[config.mk]
export PLATFORM = sky130hd
export DESIGN_NAME = noc_port_arbiter_flat
export DESIGN_NICKNAME = d
export VERILOG_FILES = /design/src/rtl/noc_pkg.sv /design/src/rtl/noc_port_arbiter_if.sv /design/src/rtl/noc_port_arbiter_rr_pick.sv /design/src/rtl/noc_port_arbiter.sv /design/src/flat_wrapper.sv
export SDC_FILE = /design/constraint.sdc
export NUM_CORES = 1
export LEC_CHECK = 0
export ABC_AREA = 0
export BUFFER_PORTS_ARGS = -buffer_cell sky130_fd_sc_hd__buf_4
export CAP_MARGIN = 15
export CORE_AREA = 2 2 44 46
export CTS_BUF_LIST = sky130_fd_sc_hd__clkbuf_4 sky130_fd_sc_hd__clkbuf_8
export DETAILED_ROUTE_END_ITERATION = 16
export DIE_AREA = 0 0 46 48
export GPL_TIMING_DRIVEN = 0
export PLACE_DENSITY_LB_ADDON = 0.15
export SLEW_MARGIN = 40
export SYNTH_ARGS = -nofsm -noshare
export SYNTH_HDL_FRONTEND = slang
export SYNTH_SLANG_ARGS = --single-unit
[constraint.sdc]
create_clock -name clk -period 4.4 [get_ports clk]
set_clock_uncertainty 0.2 [all_clocks]
set_input_delay 0.22 -clock clk [delete_from_list [all_inputs] [get_ports clk]]
set_output_delay 0.22 -clock clk [all_outputs]
set_load 0.02 [all_outputs]
[src/rtl/noc_pkg.sv]
// Shared NoC router types and constants: arbiter FSM states and port numbering.
package noc_pkg;

  typedef enum logic {
    ARB_IDLE,
    ARB_LOCKED
  } arb_state_e;

  localparam int unsigned N_PORTS    = 4;
  localparam int unsigned PORT_X     = 0;
  localparam int unsigned PORT_Y     = 1;
  localparam int unsigned PORT_LOCAL = 2;

endpackage

[src/rtl/noc_port_arbiter_if.sv]
// Request/grant bundle between routing logic (master) and one output-port arbiter (slave).
interface noc_port_arbiter_if import noc_pkg::*; #(
  parameter int unsigned N_IN = N_PORTS
) ();

  localparam int unsigned IDX_W = $clog2(N_IN);

  logic [N_IN-1:0]  req_i;
  logic [N_IN-1:0]  head_i;
  logic [N_IN-1:0]  tail_i;
  logic [N_IN-1:0]  fail_i;
  logic             out_ready_i;
  logic [N_IN-1:0]  grant_o;
  logic [IDX_W-1:0] grant_idx_o;
  logic             grant_valid_o;
  logic             xfer_o;
  logic             abort_o;

  modport master (
    output req_i, head_i, tail_i, fail_i, out_ready_i,
    input  grant_o, grant_idx_o, grant_valid_o, xfer_o, abort_o
  );

  modport slave (
    input  req_i, head_i, tail_i, fail_i, out_ready_i,
    output grant_o, grant_idx_o, grant_valid_o, xfer_o, abort_o
  );

endinterface

[src/rtl/noc_port_arbiter_rr_pick.sv]
// rr_pick: combinational selector returning the first set request at or after ptr (wrapping).
module rr_pick #(
  parameter int unsigned N_IN  = 4,
  parameter int unsigned IDX_W = $clog2(N_IN)
) (
  input  logic [N_IN-1:0]  req,
  input  logic [IDX_W-1:0] ptr,
  output logic [N_IN-1:0]  grant,
  output logic [IDX_W-1:0] idx,
  output logic             any
);

  always_comb begin
    int unsigned pos;
    logic [IDX_W-1:0] pos_idx;
    grant   = '0;
    idx     = '0;
    any     = |req;
    pos     = 0;
    pos_idx = '0;
    // Scan farthest offset first so the nearest candidate overwrites the rest.
    for (int unsigned k = N_IN; k > 0; k--) begin
      pos     = (32'(ptr) + k - 1) % N_IN;
      pos_idx = IDX_W'(pos);
      if (req[pos_idx]) begin
        grant          = '0;
        grant[pos_idx] = 1'b1;
        idx            = pos_idx;
      end
    end
  end

endmodule

[src/rtl/noc_port_arbiter.sv]
// Round-robin output-port arbiter holding the grant for a whole wormhole packet.
// Optional ARB_TIMEOUT_EN releases a grant stalled for TIMEOUT cycles.
module noc_port_arbiter import noc_pkg::*; #(
  parameter int unsigned N_IN    = N_PORTS,
  parameter int unsigned IDX_W   = $clog2(N_IN),
  parameter int unsigned TIMEOUT = 64
) (
  input  logic              clk,
  input  logic              rst,
  noc_port_arbiter_if.slave bus
);

  arb_state_e       state, state_nxt;
  logic [IDX_W-1:0] ptr, ptr_nxt;
  logic [IDX_W-1:0] gidx, gidx_nxt;
  logic [N_IN-1:0]  grant, grant_nxt;
  logic             abort, abort_nxt;

  logic [N_IN-1:0]  eligible;
  logic [N_IN-1:0]  pick_oh;
  logic [IDX_W-1:0] pick_idx;
  logic             pick_any;
  logic             locked;
  logic             g_fail;
  logic             xfer;
  logic             timeout_hit;
  logic [IDX_W-1:0] ptr_after_g;

  assign eligible    = bus.req_i & bus.head_i & ~bus.fail_i;
  assign locked      = (state == ARB_LOCKED);
  assign g_fail      = bus.fail_i[gidx];
  // A failing granted input never transfers, even with its tail present.
  assign xfer        = locked & bus.req_i[gidx] & bus.out_ready_i & ~g_fail;
  assign ptr_after_g = (gidx == IDX_W'(N_IN - 1)) ? '0 : gidx + 1'b1;

  rr_pick #(
    .N_IN  (N_IN),
    .IDX_W (IDX_W)
  ) u_pick (
    .req   (eligible),
    .ptr   (ptr),
    .grant (pick_oh),
    .idx   (pick_idx),
    .any   (pick_any)
  );

`ifdef ARB_TIMEOUT_EN
  localparam int unsigned CNT_W = $clog2(TIMEOUT + 1);
  logic [CNT_W-1:0] stall_cnt, stall_cnt_nxt;

  assign timeout_hit = locked & ~xfer & (stall_cnt == CNT_W'(TIMEOUT - 1));

  always_comb begin
    stall_cnt_nxt = '0;
    if (locked && !xfer && state_nxt == ARB_LOCKED) stall_cnt_nxt = stall_cnt + 1'b1;
  end

  always_ff @(posedge clk) begin
    if (rst) stall_cnt <= '0;
    else     stall_cnt <= stall_cnt_nxt;
  end
`else
  assign timeout_hit = 1'b0;
`endif

  always_comb begin
    state_nxt = state;
    ptr_nxt   = ptr;
    gidx_nxt  = gidx;
    grant_nxt = grant;
    abort_nxt = 1'b0;
    case (state)
      ARB_IDLE: begin
        if (pick_any) begin
          state_nxt = ARB_LOCKED;
          gidx_nxt  = pick_idx;
          grant_nxt = pick_oh;
        end
      end
      ARB_LOCKED: begin
        if (g_fail || timeout_hit || (xfer && bus.tail_i[gidx])) begin
          state_nxt = ARB_IDLE;
          ptr_nxt   = ptr_after_g;
          gidx_nxt  = '0;
          grant_nxt = '0;
          abort_nxt = g_fail | timeout_hit;
        end
      end
      default: state_nxt = ARB_IDLE;
    endcase
  end

  always_ff @(posedge clk) begin
    if (rst) begin
      state <= ARB_IDLE;
      ptr   <= '0;
      gidx  <= '0;
      grant <= '0;
      abort <= 1'b0;
    end else begin
      state <= state_nxt;
      ptr   <= ptr_nxt;
      gidx  <= gidx_nxt;
      grant <= grant_nxt;
      abort <= abort_nxt;
    end
  end

  assign bus.grant_o       = grant;
  assign bus.grant_idx_o   = gidx;
  assign bus.grant_valid_o = locked;
  assign bus.xfer_o        = xfer;
  assign bus.abort_o       = abort;

endmodule
[src/flat_wrapper.sv]
// flat-port wrapper written by rule: the top's interface ports become plain ports
module noc_port_arbiter_flat import noc_pkg::*;
#(
  parameter int unsigned N_IN    = N_PORTS,
  parameter int unsigned IDX_W   = $clog2(N_IN),
  parameter int unsigned TIMEOUT = 64
)
  (clk, rst, bus_req_i, bus_head_i, bus_tail_i, bus_fail_i, bus_out_ready_i, bus_grant_o, bus_grant_idx_o, bus_grant_valid_o, bus_xfer_o, bus_abort_o);
  noc_port_arbiter_if #(.N_IN(N_IN)) bus_i ();
  input  logic clk;
  input  logic rst;
  input wire logic [$bits(bus_i.req_i)-1:0] bus_req_i;
  input wire logic [$bits(bus_i.head_i)-1:0] bus_head_i;
  input wire logic [$bits(bus_i.tail_i)-1:0] bus_tail_i;
  input wire logic [$bits(bus_i.fail_i)-1:0] bus_fail_i;
  input wire logic [$bits(bus_i.out_ready_i)-1:0] bus_out_ready_i;
  output wire logic [$bits(bus_i.grant_o)-1:0] bus_grant_o;
  output wire logic [$bits(bus_i.grant_idx_o)-1:0] bus_grant_idx_o;
  output wire logic [$bits(bus_i.grant_valid_o)-1:0] bus_grant_valid_o;
  output wire logic [$bits(bus_i.xfer_o)-1:0] bus_xfer_o;
  output wire logic [$bits(bus_i.abort_o)-1:0] bus_abort_o;
  assign bus_i.req_i = bus_req_i;
  assign bus_i.head_i = bus_head_i;
  assign bus_i.tail_i = bus_tail_i;
  assign bus_i.fail_i = bus_fail_i;
  assign bus_i.out_ready_i = bus_out_ready_i;
  assign bus_grant_o = bus_i.grant_o;
  assign bus_grant_idx_o = bus_i.grant_idx_o;
  assign bus_grant_valid_o = bus_i.grant_valid_o;
  assign bus_xfer_o = bus_i.xfer_o;
  assign bus_abort_o = bus_i.abort_o;
  noc_port_arbiter #(.N_IN(N_IN), .IDX_W(IDX_W), .TIMEOUT(TIMEOUT)) u_core (.clk(clk), .rst(rst), .bus(bus_i));
endmodule
Yosys cells after proc, flatten, opt, wreduce, memory -nomap -nowiden:

Cells that the tools add are included.

* add/subtract/negate cells: 9
* order comparisons: 9
* equal/unequal tests: 3
* mux-type cells: 40
* bitwise operators: 9
* reductions and logical operators: 10

Operator list (count)
* two-way mux 4 bit: 6
* less-than comparator 2 x 3 -> 1 bit, second input constant: 5
* binary-select mux 1 bit (select 2 bit): 7
* two-way mux 2 bit: 7
* two-way mux 1 bit: 13
* bitwise AND 4 bit: 2
* demux 1 bit (select 2 bit): 4
* greater-or-equal comparator 2 x 1 -> 1 bit, second input constant: 4
* case mux 4 bit (2 select lines): 1
* subtractor 2 x 1 -> 2 bit, second input constant: 4
* adder 2 x 1 -> 2 bit, second input constant: 3
* logical AND 1 bit: 5
* adder 2 bit, second input constant: 2
* NOT 4 bit: 1
* case mux 2 bit (2 select lines): 1
* AND reduction 2 bit: 2
* OR reduction 4 bit: 1
* bitwise AND 1 bit: 3
* NOT 1 bit: 3
* OR reduction 3 bit: 1
* equality test 2 bit, second input constant: 1
* != test 2 x 1 -> 1 bit, second input constant: 1
* != test 2 bit, second input constant: 1
* case mux 1 bit (2 select lines): 1
* logical OR 1 bit: 1

* register bits: 10
* output and inout port bits: 9

Longest topological paths before layout:

* word-level depth: 12
* gate-level depth with buffers: 7
* mapped depth without buffers: 6

Modules after synthesis:

Synthesis repeated with hierarchy kept, for this count alone.

* cells, all modules: 143
* area total of the unflattened synthesis: 1158.6 um^2

Modules (own cells, without submodules)
* noc_port_arbiter: times used 1, cells an instance 76, area an instance 628.1 um^2, sequential area each 200.2 um^2
* rr_pick: times used 1, cells an instance 67, area an instance 530.5 um^2, sequential area each 0.0 um^2

Worst setup path after synthesis:

OpenSTA, ideal clock, no wires.

* path kind: reg-to-reg
* from: reg u_core.gidx[0] (netlist: u_core.bus.grant_idx_o[0])
* to: reg u_core.grant[3] (netlist: u_core.bus.grant_o[3])
* setup time: 0.082 ns
* data arrival time: 1.811 ns
* required time: 4.118 ns
* setup slack: 2.307 ns
* cell stages (with the launch flop): 6
* buffers on the path: 0
* clock period less this slack: 2.093 ns
* cells stage by stage: dfxtp_1 -> mux4_2 -> or3b_4 -> o32ai_4 -> nand2_1 -> o221ai_1

* cells in the longest elaborated chain, start to end: 9
* elaborated cells on any way between the ends: 14
* classes of those cells: eq/ne: 1; mux: 6; bitwise: 4; reduce/logical: 3

Ends and longest elaborated chain
* from (decl): RTL line noc_port_arbiter.sv:15 `logic [IDX_W-1:0] gidx, gidx_nxt;`
* from (signal assigned): RTL line noc_port_arbiter.sv:103 `gidx <= gidx_nxt;`
* binary-select mux 1 bit (select 2 bit): RTL line noc_port_arbiter.sv:33 `assign xfer = locked & bus.req_i[gidx] & bus.out_ready_i & ~g_fail;`
* two-way mux 1 bit (implied by the code): RTL line noc_port_arbiter.sv:33
* bitwise AND 1 bit (3 in a row): RTL line noc_port_arbiter.sv:33
* logical AND 1 bit: RTL line noc_port_arbiter.sv:81 `if (g_fail || timeout_hit || (xfer && bus.tail_i[gidx])) begin`
* logical OR 1 bit *: RTL line noc_port_arbiter.sv:81
* != test 2 bit (no line) *
* AND reduction 2 bit (no line) *
* to (signal assigned): RTL line noc_port_arbiter.sv:104 `grant <= grant_nxt;`
* to (decl): RTL line noc_port_arbiter.sv:16 `logic [N_IN-1:0] grant, grant_nxt;`

Mark *: on every way between the ends. The rest lies on a longest branch, timed or not. The select of a mux whose other input is x is not followed.
A chain may end at the register's enable or synchronous reset.

Final worst setup path:

* from: reg u_core.ptr[1]
* to: reg u_core.gidx[0] (netlist: u_core.bus.grant_idx_o[0])

* cells in the longest elaborated chain, start to end: 10
* elaborated cells on any way between the ends: 22
* classes of those cells: add/sub: 8; mux: 14

Ends and longest elaborated chain
* from (decl): RTL line noc_port_arbiter.sv:14 `logic [IDX_W-1:0] ptr, ptr_nxt;`
* from (signal assigned): RTL line noc_port_arbiter.sv:102 `ptr <= ptr_nxt;`
* adder 2 x 1 -> 2 bit: RTL line noc_port_arbiter_rr_pick.sv:23 `pos = (32'(ptr) + k - 1) % N_IN;`
* subtractor 2 x 1 -> 2 bit: RTL line noc_port_arbiter_rr_pick.sv:23
* binary-select mux 1 bit (select 2 bit): RTL line noc_port_arbiter_rr_pick.sv:25 `if (req[pos_idx]) begin`
* two-way mux 1 bit (implied by the code): RTL line noc_port_arbiter_rr_pick.sv:25
* two-way mux 2 bit (3 in a row): RTL line noc_port_arbiter_rr_pick.sv:25
* two-way mux 2 bit *: RTL line noc_port_arbiter_rr_pick.sv:25
* two-way mux 2 bit *: RTL line noc_port_arbiter.sv:74 `if (pick_any) begin`
* case mux 2 bit (2 select lines) *: RTL line noc_port_arbiter.sv:72 `case (state)`

Marks and branches as above.

==> metrics.txt <==
Nets=about 150; GPL Wtd Cong=roughly 0.87; Least-Margin Pin Slew=approximately 370 ps; CTS tree=built; DR top layer=met4; CP Max Fanout=8; Clock Path Buffers=2; Clock Pin Slew Worst Setup and Hold Paths=70 ps; Rel. slew slack=approximately three quarters; fraction of layout cells with a size suffix above 1=between 30% and 40%; FMAX=about 440 MHz; Die Span Y=48 um; io pins=28; die area=2210 sq um; Post-synth EDFFs=0; HPWL after DPL=1760 um; Post-Syn Area=938 sq um; first-pass detailed-route iteration total=5; CTS root buf=clkbuf_4; Setup-failing EPs final=0; worst skew pair latency=about 270 ps; RSZ-0062 raised after global routing=no; core area=between 1500 and 2000 sq um; initial antenna violation count=0; syn nets=~120; crit-path cells=inv_1 > ha_1 > mux4_2 > a2111oi_1 > a211o_1; count of port buffers added during placement=27; CP endpoint kind=register; ANT cells=0; Post-Syn Instances=95; FP Rows=15; DRC viols=0; CTS Buf Count=3; slowest cell on the critical path=dfxtp_1; WS Path Type=reg -> reg; Worst Path Arrival=2290 ps; Pleak=a little under 0.5 nW; Synth cell types=37; final hold slack=around 250 ps; Iter 0 DRT Violations=39; H-tree Lvls=1; register area share after synthesis=21.3%; P&R area growth vs syn=28.8%; routed length on met1=slightly above 900 um; syn avg cell area=9.88 sq um; delay of the slowest cell on the worst path=~520 ps; ys flop type=dfxtp_1; clk sinks=10; routed wl met3=about 150 um; Max Cap Violations=0; #FFs+latches synth=10; largest net degree at the start of global routing=11; final WL=roughly 2200 um; Fin Setup TNS=0 ps; multi-input logic area=around 720 sq um; Max VDD drop=~0.13 mV; initial core utilization=a little under three fifths; Synth async-reset ratio=0%; number of gates resized after cts=0; global-route wire length before repair=between 3000 and 4000 um; minimum clock period after layout=~2300 ps; Setup crit start kind=register; fin crit share=approximately half; vias per inst=6.42; Synth Warn #=0; met2 WL=between 1000 and 1500 um; HP Class=reg -> reg; DR vias=about 900; register area=between 200 and 250 sq um; Routed Antenna Nets=0; filler cell count=~130; Die Wd=46 um; post-route cell area=between 1000 and 1500 sq um; routed len/inst=15.5 um; required time of the worst setup path=approximately 4400 ps; vias in the first global route=828; Power Dens Cells=240 nW/um^2; Slew Limit Fails=0; gr usage total=between 20% and 30%; Fin. Hold Viols=0; DP Area=between 1000 and 1500 sq um; GRT overflow=0; outcome=complete, no violations
-- placed cells by master, fill, tap and decap left out, types with 2 or more instances in the layout --
cell / netlist / routed
dfxtp_1: 10 / 10
mux4_2: 6 / 6
inv_1: 2 / 2
nand4_1: 3 / 3
o21ai_1: 4 / 4
a21oi_1: 3 / 3
nand3b_1: 5 / 5
o21ai_0: 5 / 5
clkbuf_4: 0 / 3
nor2_1: 6 / 6
nand2_1: 12 / 12
o221ai_1: 2 / 2
buf_4: 0 / 27
ha_1: 5 / 5
o2111a_1: 2 / 2
mux2i_1: 2 / 2
a31oi_1: 2 / 2
mux4_1: 2 / 2
and3b_1: 4 / 4
-- area by class of cell --
cell class	instances	area share, %
buffer	1	0.932
timing repair buffer	28	17.6
inverter	3	0.932
tap	17	1.76
clock buffer	4	3.00
sequential	10	16.6
multi-input combinational	81	59.2
-- stage by stage --
step                power (mW)  worst slack (ps)  util [%]  std cells
global placement         0.204              2170      68.8        139
CTS                      0.291              2140      71.6        144
floorplan                0.171              2310         -         95
detailed placement       0.207              2150      68.8        139
finish                   0.290              2120      71.6        144
global route             0.306              2020      71.6        144
-- worst max-delay path: cells and delay by family (launching register included) --
| family | cells | cell delay [ps] |
|---|---|---|
| AO/OA/AOI/OAI | 2 | 520 |
| adder cells (fa/ha/maj) | 1 | 400 |
| buffers and inverters | 1 | 180 |
| flip-flops | 1 | 520 |
| multiplexers | 1 | 400 |
-- flip-flops by register name (all words and copies together) (netlist names) --
signal / count
u_core.bus.abort_o: 1
u_core.bus.grant_idx_o: 2
u_core.bus.grant_o: 4
u_core.bus.grant_valid_o: 1
u_core.ptr: 2
-- final timing paths --
| check | startpoint | endpoint | slack (ps) | depth (start not counted) |
|---|---|---|---|---|
| worst max-delay path | u_core.ptr[1] | u_core.bus.grant_idx_o[0] | 2120 | 5 |
| worst min-delay path | u_core.bus.grant_o[1] | u_core.bus.grant_o[1] | 250 | 2 |
| worst max register to register | u_core.ptr[1] | u_core.bus.grant_idx_o[0] | 2120 | 5 |
| worst min register to register | u_core.bus.grant_o[1] | u_core.bus.grant_o[1] | 250 | 2 |
-- cells by family (layout without fill, tap and decap cells) --
family	after synthesis	after routing	share of synthesized area, %
muxes	10	10	22.1
buffers and inverters	4	36	2.40
DFF	10	10	21.3
and+or+nand+nor	40	40	26.0
AOI/OAI and AO/OA	26	26	21.5
adders and majority gates	5	5	6.67
-- synthesized netlist by cell type, types with 2 or more instances --
cell       n  area, sq um
mux4_1     2         52.6
dfxtp_1   10          200
nand2_1   12         45.0
nor2_1     6         22.5
nand4_1    3         18.8
o2111a_1   2         22.5
a31oi_1    2         12.5
inv_1      2         7.51
a21oi_1    3         15.0
nand3b_1   5         37.5
mux2i_1    2         20.0
and3b_1    4         35.0
o21ai_1    4         20.0
mux4_2     6          135
o21ai_0    5         25.0
ha_1       5         62.6
o221ai_1   2         17.5
-- report_power, final --
group	internal (mW)	total [mW]	switching [mW]	leakage (nW)
Clock	0.0503	0.0844	0.0341	0.0210
Sequential	0.0962	0.104	0.00797	0.0814
Combinational	0.0516	0.101	0.0497	0.391
-- layer usage --
| layer | up-vias | global-route usage, % |
|---|---|---|
| met5 | - | 0 |
| met4 | 0 | 9.71 |
| met3 | 6 | 4.91 |
| met2 | 52 | 39.2 |
| met1 | 418 | 29.3 |
| li1 | 448 | - |
-- repair_timing --
action | CTS | global route
setup buffers | 0 | 0
hold buffers | 1 | 0
endpoints found under the hold margin | 3 | 0
(Power assumes the default switching activity.)
